File: src/rtl/imem_pkg.sv
// Shared types and default widths for the instruction-memory arbiter.
package imem_pkg;

    localparam int N_DEFAULT = 32;
    localparam int A_DEFAULT = 6;

    typedef enum logic [1:0] {
        IDLE = 2'd0,
        OWN0 = 2'd1,
        OWN1 = 2'd2
    } arb_state_t;

endpackage

File: src/rtl/arb_grant.sv
// Combinational grant and next-state logic for the two-requester imem arbiter.
//
// state | meaning
// IDLE  | nothing granted last cycle; a tie goes to the requester that was not served last
// OWN0  | fetch requester was granted last cycle; it keeps the port until its burst is used up
// OWN1  | debug/loader requester was granted last cycle; same burst rule
module arb_grant
    import imem_pkg::*;
#(
    parameter int MAX_BURST = 4
) (
    input  arb_state_t state,
    input  logic       last,
    input  logic [3:0] cnt,
    input  logic       v0,
    input  logic       v1,
    output logic       gnt0,
    output logic       gnt1,
    output arb_state_t state_nxt,
    output logic [3:0] cnt_nxt,
    output logic       last_nxt
);

    localparam logic [3:0] MAX_CNT = 4'(MAX_BURST);

    // Pick a winner. If the owner is alone, its burst count restarts, so it is never stalled.
    always_comb begin
        gnt0      = 1'b0;
        gnt1      = 1'b0;
        state_nxt = IDLE;
        cnt_nxt   = 4'd0;
        last_nxt  = last;
        case (state)
            OWN0: begin
                if (v0 && (cnt < MAX_CNT)) begin
                    gnt0    = 1'b1;
                    cnt_nxt = cnt + 4'd1;
                end else if (v1) begin
                    gnt1    = 1'b1;
                    cnt_nxt = 4'd1;
                end else if (v0) begin
                    gnt0    = 1'b1;
                    cnt_nxt = 4'd1;
                end
            end
            OWN1: begin
                if (v1 && (cnt < MAX_CNT)) begin
                    gnt1    = 1'b1;
                    cnt_nxt = cnt + 4'd1;
                end else if (v0) begin
                    gnt0    = 1'b1;
                    cnt_nxt = 4'd1;
                end else if (v1) begin
                    gnt1    = 1'b1;
                    cnt_nxt = 4'd1;
                end
            end
            default: begin
                if (v0 && (!v1 || last)) begin
                    gnt0    = 1'b1;
                    cnt_nxt = 4'd1;
                end else if (v1) begin
                    gnt1    = 1'b1;
                    cnt_nxt = 4'd1;
                end
            end
        endcase
        if (gnt0) begin
            state_nxt = OWN0;
            last_nxt  = 1'b0;
        end else if (gnt1) begin
            state_nxt = OWN1;
            last_nxt  = 1'b1;
        end
    end

endmodule

File: src/rtl/imem_arb.sv
// Two-port arbiter in front of a combinational-read instruction ROM.
// Read data is registered, so each response follows its grant by one cycle.
module imem_arb
    import imem_pkg::*;
#(
    parameter int N         = N_DEFAULT,
    parameter int A         = A_DEFAULT,
    parameter int MAX_BURST = 4
) (
    input  logic         clk,
    input  logic         reset,
    input  logic         req0_valid,
    input  logic [A-1:0] req0_addr,
    output logic         req0_ready,
    output logic         rsp0_valid,
    output logic [N-1:0] rsp0_data,
    input  logic         req1_valid,
    input  logic [A-1:0] req1_addr,
    output logic         req1_ready,
    output logic         rsp1_valid,
    output logic [N-1:0] rsp1_data,
    output logic [A-1:0] mem_addr,
    input  logic [N-1:0] mem_q
);

    arb_state_t state, state_nxt;
    logic       last, last_nxt;
    logic [3:0] cnt, cnt_nxt;
    logic       gnt0, gnt1;

    arb_grant #(.MAX_BURST(MAX_BURST)) u_grant (
        .state     (state),
        .last      (last),
        .cnt       (cnt),
        .v0        (req0_valid),
        .v1        (req1_valid),
        .gnt0      (gnt0),
        .gnt1      (gnt1),
        .state_nxt (state_nxt),
        .cnt_nxt   (cnt_nxt),
        .last_nxt  (last_nxt)
    );

    // Grants are suppressed while reset is held so nothing reaches the ROM or the response regs.
    assign req0_ready = gnt0 & ~reset;
    assign req1_ready = gnt1 & ~reset;

    // Route the winning address to the ROM; park at zero when idle.
    always_comb begin
        mem_addr = '0;
        if (req0_ready)
            mem_addr = req0_addr;
        else if (req1_ready)
            mem_addr = req1_addr;
    end

    // Arbitration state: owner, last-served side and burst length.
    always_ff @(posedge clk or posedge reset) begin
        if (reset) begin
            state <= IDLE;
            last  <= 1'b1;
            cnt   <= 4'd0;
        end else begin
            state <= state_nxt;
            last  <= last_nxt;
            cnt   <= cnt_nxt;
        end
    end

    // Capture ROM data for whichever side won; data holds between responses.
    always_ff @(posedge clk or posedge reset) begin
        if (reset) begin
            rsp0_valid <= 1'b0;
            rsp1_valid <= 1'b0;
            rsp0_data  <= '0;
            rsp1_data  <= '0;
        end else begin
            rsp0_valid <= req0_ready;
            rsp1_valid <= req1_ready;
            if (req0_ready)
                rsp0_data <= mem_q;
            if (req1_ready)
                rsp1_data <= mem_q;
        end
    end

endmodule

File: config.mk
export PLATFORM = sky130hd
export DESIGN_NAME = imem_arb
export DESIGN_NICKNAME = d
export VERILOG_FILES = /design/src/rtl/imem_pkg.sv /design/src/rtl/arb_grant.sv /design/src/rtl/imem_arb.sv
export SDC_FILE = /design/constraint.sdc
export NUM_CORES = 1
export LEC_CHECK = 0
export ABC_CLOCK_PERIOD_IN_PS = 2300
export CAP_MARGIN = 20
export CORE_UTILIZATION = 44
export DETAILED_ROUTE_END_ITERATION = 6
export PLACE_DENSITY = 0.81
export SLEW_MARGIN = 20
export SYNTH_ARGS = -nofsm -noshare
export SYNTH_HDL_FRONTEND = slang
export SYNTH_SLANG_ARGS = --single-unit
File: constraint.sdc
create_clock -name clk -period 2.3 [get_ports clk]
set_input_delay 0.23 -clock clk [delete_from_list [all_inputs] [get_ports clk]]
set_output_delay 0.23 -clock clk [all_outputs]
set_load 0.05 [all_outputs]
# Word-level counts from Yosys, hierarchy flattened
# Index checks and enable logic that the tools add are counted.
# W data, S select, Z words.
# word_totals
register_bits	73
latch_bits	0
ram_bits	0
rom_bits	0
inputBits	48
out_inout_bits	74
elab_cells	46
memories	0
# classes
addsub	1
mul	0
n_div	0
magnitude_cmp	1
n_eq_ne	2
shift	0
n_mux	26
n_bitwise	3
reduce_logical	6
# ops
operator	n
$mux W4	4
$mux W1	15
$mux W6	2
$pmux W4 S2	1
$add A4 B1 Y4 const B	1
$lt A4 B3 Y1 const B	1
$mux W2	2
$pmux W1 S2	2
$logic_and A1 B1 Y1	3
$and A1 B1 Y1	2
$eq A2 B1 Y1 const B	1
$eq A2 B2 Y1 const B	1
$reduce_bool A2 Y1	1
$logic_not A1 Y1	1
$logic_or A1 B1 Y1	1
$not A1 Y1	1

# Longest topological paths before layout
# logic_depth
depth_word	8
depth_mapped	9
depth_no_buf	6

# By module
# A second synthesis with hierarchy kept.
# unflattened
cells_unflattened	205
hier_area_um2	3178.0
# by_module_without_submodules
module	n_inst	cells_per_inst	area_each_um2	seq_area_each_um2
imem_arb	1	156	2849.0	1828.0
arb_grant	1	49	329.1	0.0

# Least setup slack after synthesis
# No wires, ideal clock.
# synth_path
kind	input port to output port
startpoint	input reset
endpoint	output mem_addr[0]
t_arrival_ps	2284
required_time_ps	2070
path_slack_ps	-214
cell_stages	5
n_path_buf	2
cell_sequence	inv_2 and3_4 buf_6 buf_12 a32o_1
# synth_via
word_cells_on_any_way	5
cone_classes	mux (2); bitwise (3)
# synth_rtl
element	line_no	source
from (decl)	imem_arb.sv:11	input logic reset,
$not A1 Y1	imem_arb.sv:45	assign req0_ready = gnt0 & ~reset;
$and A1 B1 Y1	imem_arb.sv:45	
via req0_ready	imem_arb.sv:14	output logic req0_ready,
$mux W6	imem_arb.sv:51	if (req0_ready)
to (decl)	imem_arb.sv:22	output logic [A-1:0] mem_addr,
# The timed path passes the listed nets, and every way through them passes these cells.

# Worst setup path after layout
# layout_path
startpoint	register state[0]
endpoint	output mem_addr[5]
# layout_via
elab_chain_cells	5
word_cells_on_any_way	8
cone_classes	eq/ne (2); mux (4); bitwise (2)
# layout_lines
element	line_no	source
from (decl)	imem_arb.sv:26	arb_state_t state, state_nxt;
from (signal assigned)	imem_arb.sv:64	state <= state_nxt;
$eq A2 B2 Y1 or $eq A2 B1 Y1 (tied branches)	arb_grant.sv:33	case (state)
$pmux W1 S2	arb_grant.sv:33	
$and A1 B1 Y1	imem_arb.sv:46	assign req1_ready = gnt1 & ~reset;
$mux W6	imem_arb.sv:53	else if (req1_ready)
$mux W6 (*)	imem_arb.sv:51	
# Every way passes the cells marked *; elsewhere a longest branch is shown, timed or not.

==> metrics.md <==
| Metric | Value |
|---|---|
| Hold-fix buffers, CTS | 0 |
| R2R Setup Slk | between 0.15 and 0.2 ns |
| Post-synth top flop | dfrtp_1 |
| Count of different cell masters after synthesis | 34 |
| Worst-path cell chain | buf_4 -> ha_4 -> o21ai_0 -> o22ai_1 -> a22o_4 -> a32o_2 -> buf_12 |
| Worst slew pin tran | between 0.7 and 0.8 ns |
| Vias in the first global route | around 2200 |
| Final min period | 2.25 ns |
| Maximum fanout along the worst path | 8 |
| First-pass GRT wire length | around 11 mm |
| Core ar. | between 0.006 and 0.007 mm^2 |
| Share of flip-flops with an asynchronous set or reset | 100% |
| Drt initial violations | between 40 and 50 |
| Worst setup path end | mem_addr[5] |
| Antenna-violating nets left | 0 |
| Fin crit share | between 90% and 100% |
| Top post-synthesis cells by area | dfrtp_1 (58%), mux2_4 (15%), mux2_2 (12%) |
| Slowest-stage cell, CP | dfrtp_1 |
| Worst Setup SP | state[0] |
| Post-synthesis register bit count | 73 |
| Register area share after synthesis | a little under 60% |
| Initial antenna violation count | 0 |
| RePlAce Congestion | between 0.7 and 0.8 |
| Mapped Nets | approximately 250 |
| Clock tree sinks | 73 |
| Setup Viol. Count Final | 0 |
| Placement Rows | 30 |
| IO Port Bufs | 121 |
| Most frequent cell after synthesis | dfrtp_1 |
| Die Width | between 80 and 90 um |
| Avg Synthesized Cell Area | around 16 um^2 |
| Outcome | complete, no violations |
| Instance count of the mapped netlist | approximately 200 |
| Total Nets Final | around 380 |
| Fillers | between 400 and 500 |
| TritonCTS buffer count | 9 |
| Wirelength, routed | between 7 and 8 mm |
| Pin count of the biggest net entering global routing | 64 |
| Wire per inst | around 17 um |
| Antenna cells | 0 |
| Slew margin rel. | a little under half |
| Worst EP arrival | 2.02 ns |
| Detail Placement HPWL | slightly above 5 mm |
| Max_cap viols | 0 |
| CTS H-Tree Depth | 3 |
| CTS clk-pin slew, worst paths | about 0.070 ns |
| Critical Path Source Type | flop |
| Delay of the slowest critical-path stage | 0.39 ns |
| First-pass DRT Iterations | 4 |
| Clock Tree Root | clkbuf_8 |
| Area growth syn-to-layout | 54.8% |
| Num ports | between 100 and 150 |
| Max Clk Rate | roughly 440 MHz |
| Post-synth top cells | dfrtp_1 (72), mux2_2 (32), mux2_4 (32), a32o_1 (7), buf_6 (6) |
| DRC | 0 |
| Full die area | around 0.0074 mm^2 |
| Path depth of the worst reg2reg path | 8 |
| Via density | a little under 5 |
| Share of post-route cells with drive strength above 1 | a little over a third |
| R2r startpoint | state[1] |
| WHS | roughly 0.17 ns |
| Total gr overflow | 0 |
| Final core utilization | ~71% |
| Worst skew pair latency | around 0.33 ns |
| Final count of pins violating max slew | 0 |
| Final Skew | 0.00752 ns |
| CTS tree | built |
| Crit. End Element | primary output |
| Vias | about 2100 |
| GRT Resource Usage Total | approximately a fifth |
| Unrepaired setup endpoints after global routing | true |
| Worst hold path class | in2async |
| CP Class | reg2out |
| Post-synth EDFFs | 0 |
| Worst endpoint required time | between 2 and 2.5 ns |
| Starting Density | between 40% and 50% |
| Reg-to-reg endpoint | rsp0_data[8] |
| Warnings from Yosys | 0 |
| Yosys top cell by area | dfrtp_1 |
| Yosys top cell area share | between 50 and 60% |
| Post-Syn Area | between 0.003 and 0.004 mm^2 |
| Max Buffers Root-to-Sink | 2 |
| Final Hold Vio Count | 0 |
| Die height | roughly 86 um |
## layer usage
metal / GRT usage [%] / part of all wire [%]
met3: 3.62 / 3.9
met2: 34.8 / 52
met1: 25.1 / 41
met4: 10.8 / 2.9
met5: 0 / 0
## state kept, by name, summed over array words and instances, names as in the netlist
name        count
state           2
rsp0_valid      1
last            1
rsp1_data      32
rsp0_data      32
rsp1_valid      1
cnt             4
## repair_timing
item	4_1_cts	5_1_grt
endpoints found under the setup margin	7	6
pin swaps	2	5
setup buffers	2	2
resized for setup	7	9
## metrics by stage
step / cell area [um^2] / setup TNS [ns] / cells / setup slack [ns]
2_1_floorplan: 3130 / 0 / 197 / 0.102
3_3_place_gp: 4550 / 0 / 411 / 0.159
3_5_place_dp: 4550 / 0 / 411 / 0.0311
4_1_cts: 4790 / 0 / 428 / 0.00452
5_1_grt: 4830 / -0.0319 / 430 / -0.0109
6_report: 4830 / 0 / 430 / 0.0520
## critical path, delay by kind of cell (launching register included)
kind | cells | cell delay (ns)
adders and majority gates | 1 | 0.17
buffers and inverters | 2 | 0.30
DFF | 1 | 0.39
AOI/OAI and AO/OA | 4 | 0.82
## cell families after synthesis
family                     Yosys count  share of synthesized area (%)
adders and majority gates            3                           1.20
DFF                                 73                           58.5
xor gates and xnor gates             1                          0.280
AOI/OAI and AO/OA                   22                           5.41
muxes                               64                           26.9
and+or+nand+nor                     15                           3.05
other                                1                          0.120
buffers and inverters               18                           4.49
## how the worst min path moves through the flow
stage                        from             to  depth (start not counted)
floorplan                   reset         cnt[0]                          1
global placement    rsp0_data[26]  rsp0_data[26]                          1
detailed placement  rsp1_data[22]  rsp1_data[22]                          1
CTS                         reset       state[0]                          2
global route                reset       state[0]                          2
finish                      reset       state[0]                          2
## cells in the final DEF, fill, tap and decap left out, drive strengths merged, types with 3 or more instances in the layout
master,n
a32o,7
ha,3
buf,20
dfrtp,72
mux2,64
nor2,3
clkbuf,10
clkinv,3
nand2,3
inv,7
clkdlybuf4s50,113
o21ai,5
## layout make-up
class,instances,area [um^2],area share (%)
clock buffer,10,138,2.85
clock inverter,5,56.3,1.16
inverter,7,28.8,0.595
multi-input combinational,106,1220,25.2
sequential,73,1830,37.8
tap,96,120,2.48
timing repair buffer,133,1440,29.9
Power is not shown: default switching activity piles up to over one toggle a cycle in this logic, so the estimate is an artifact.
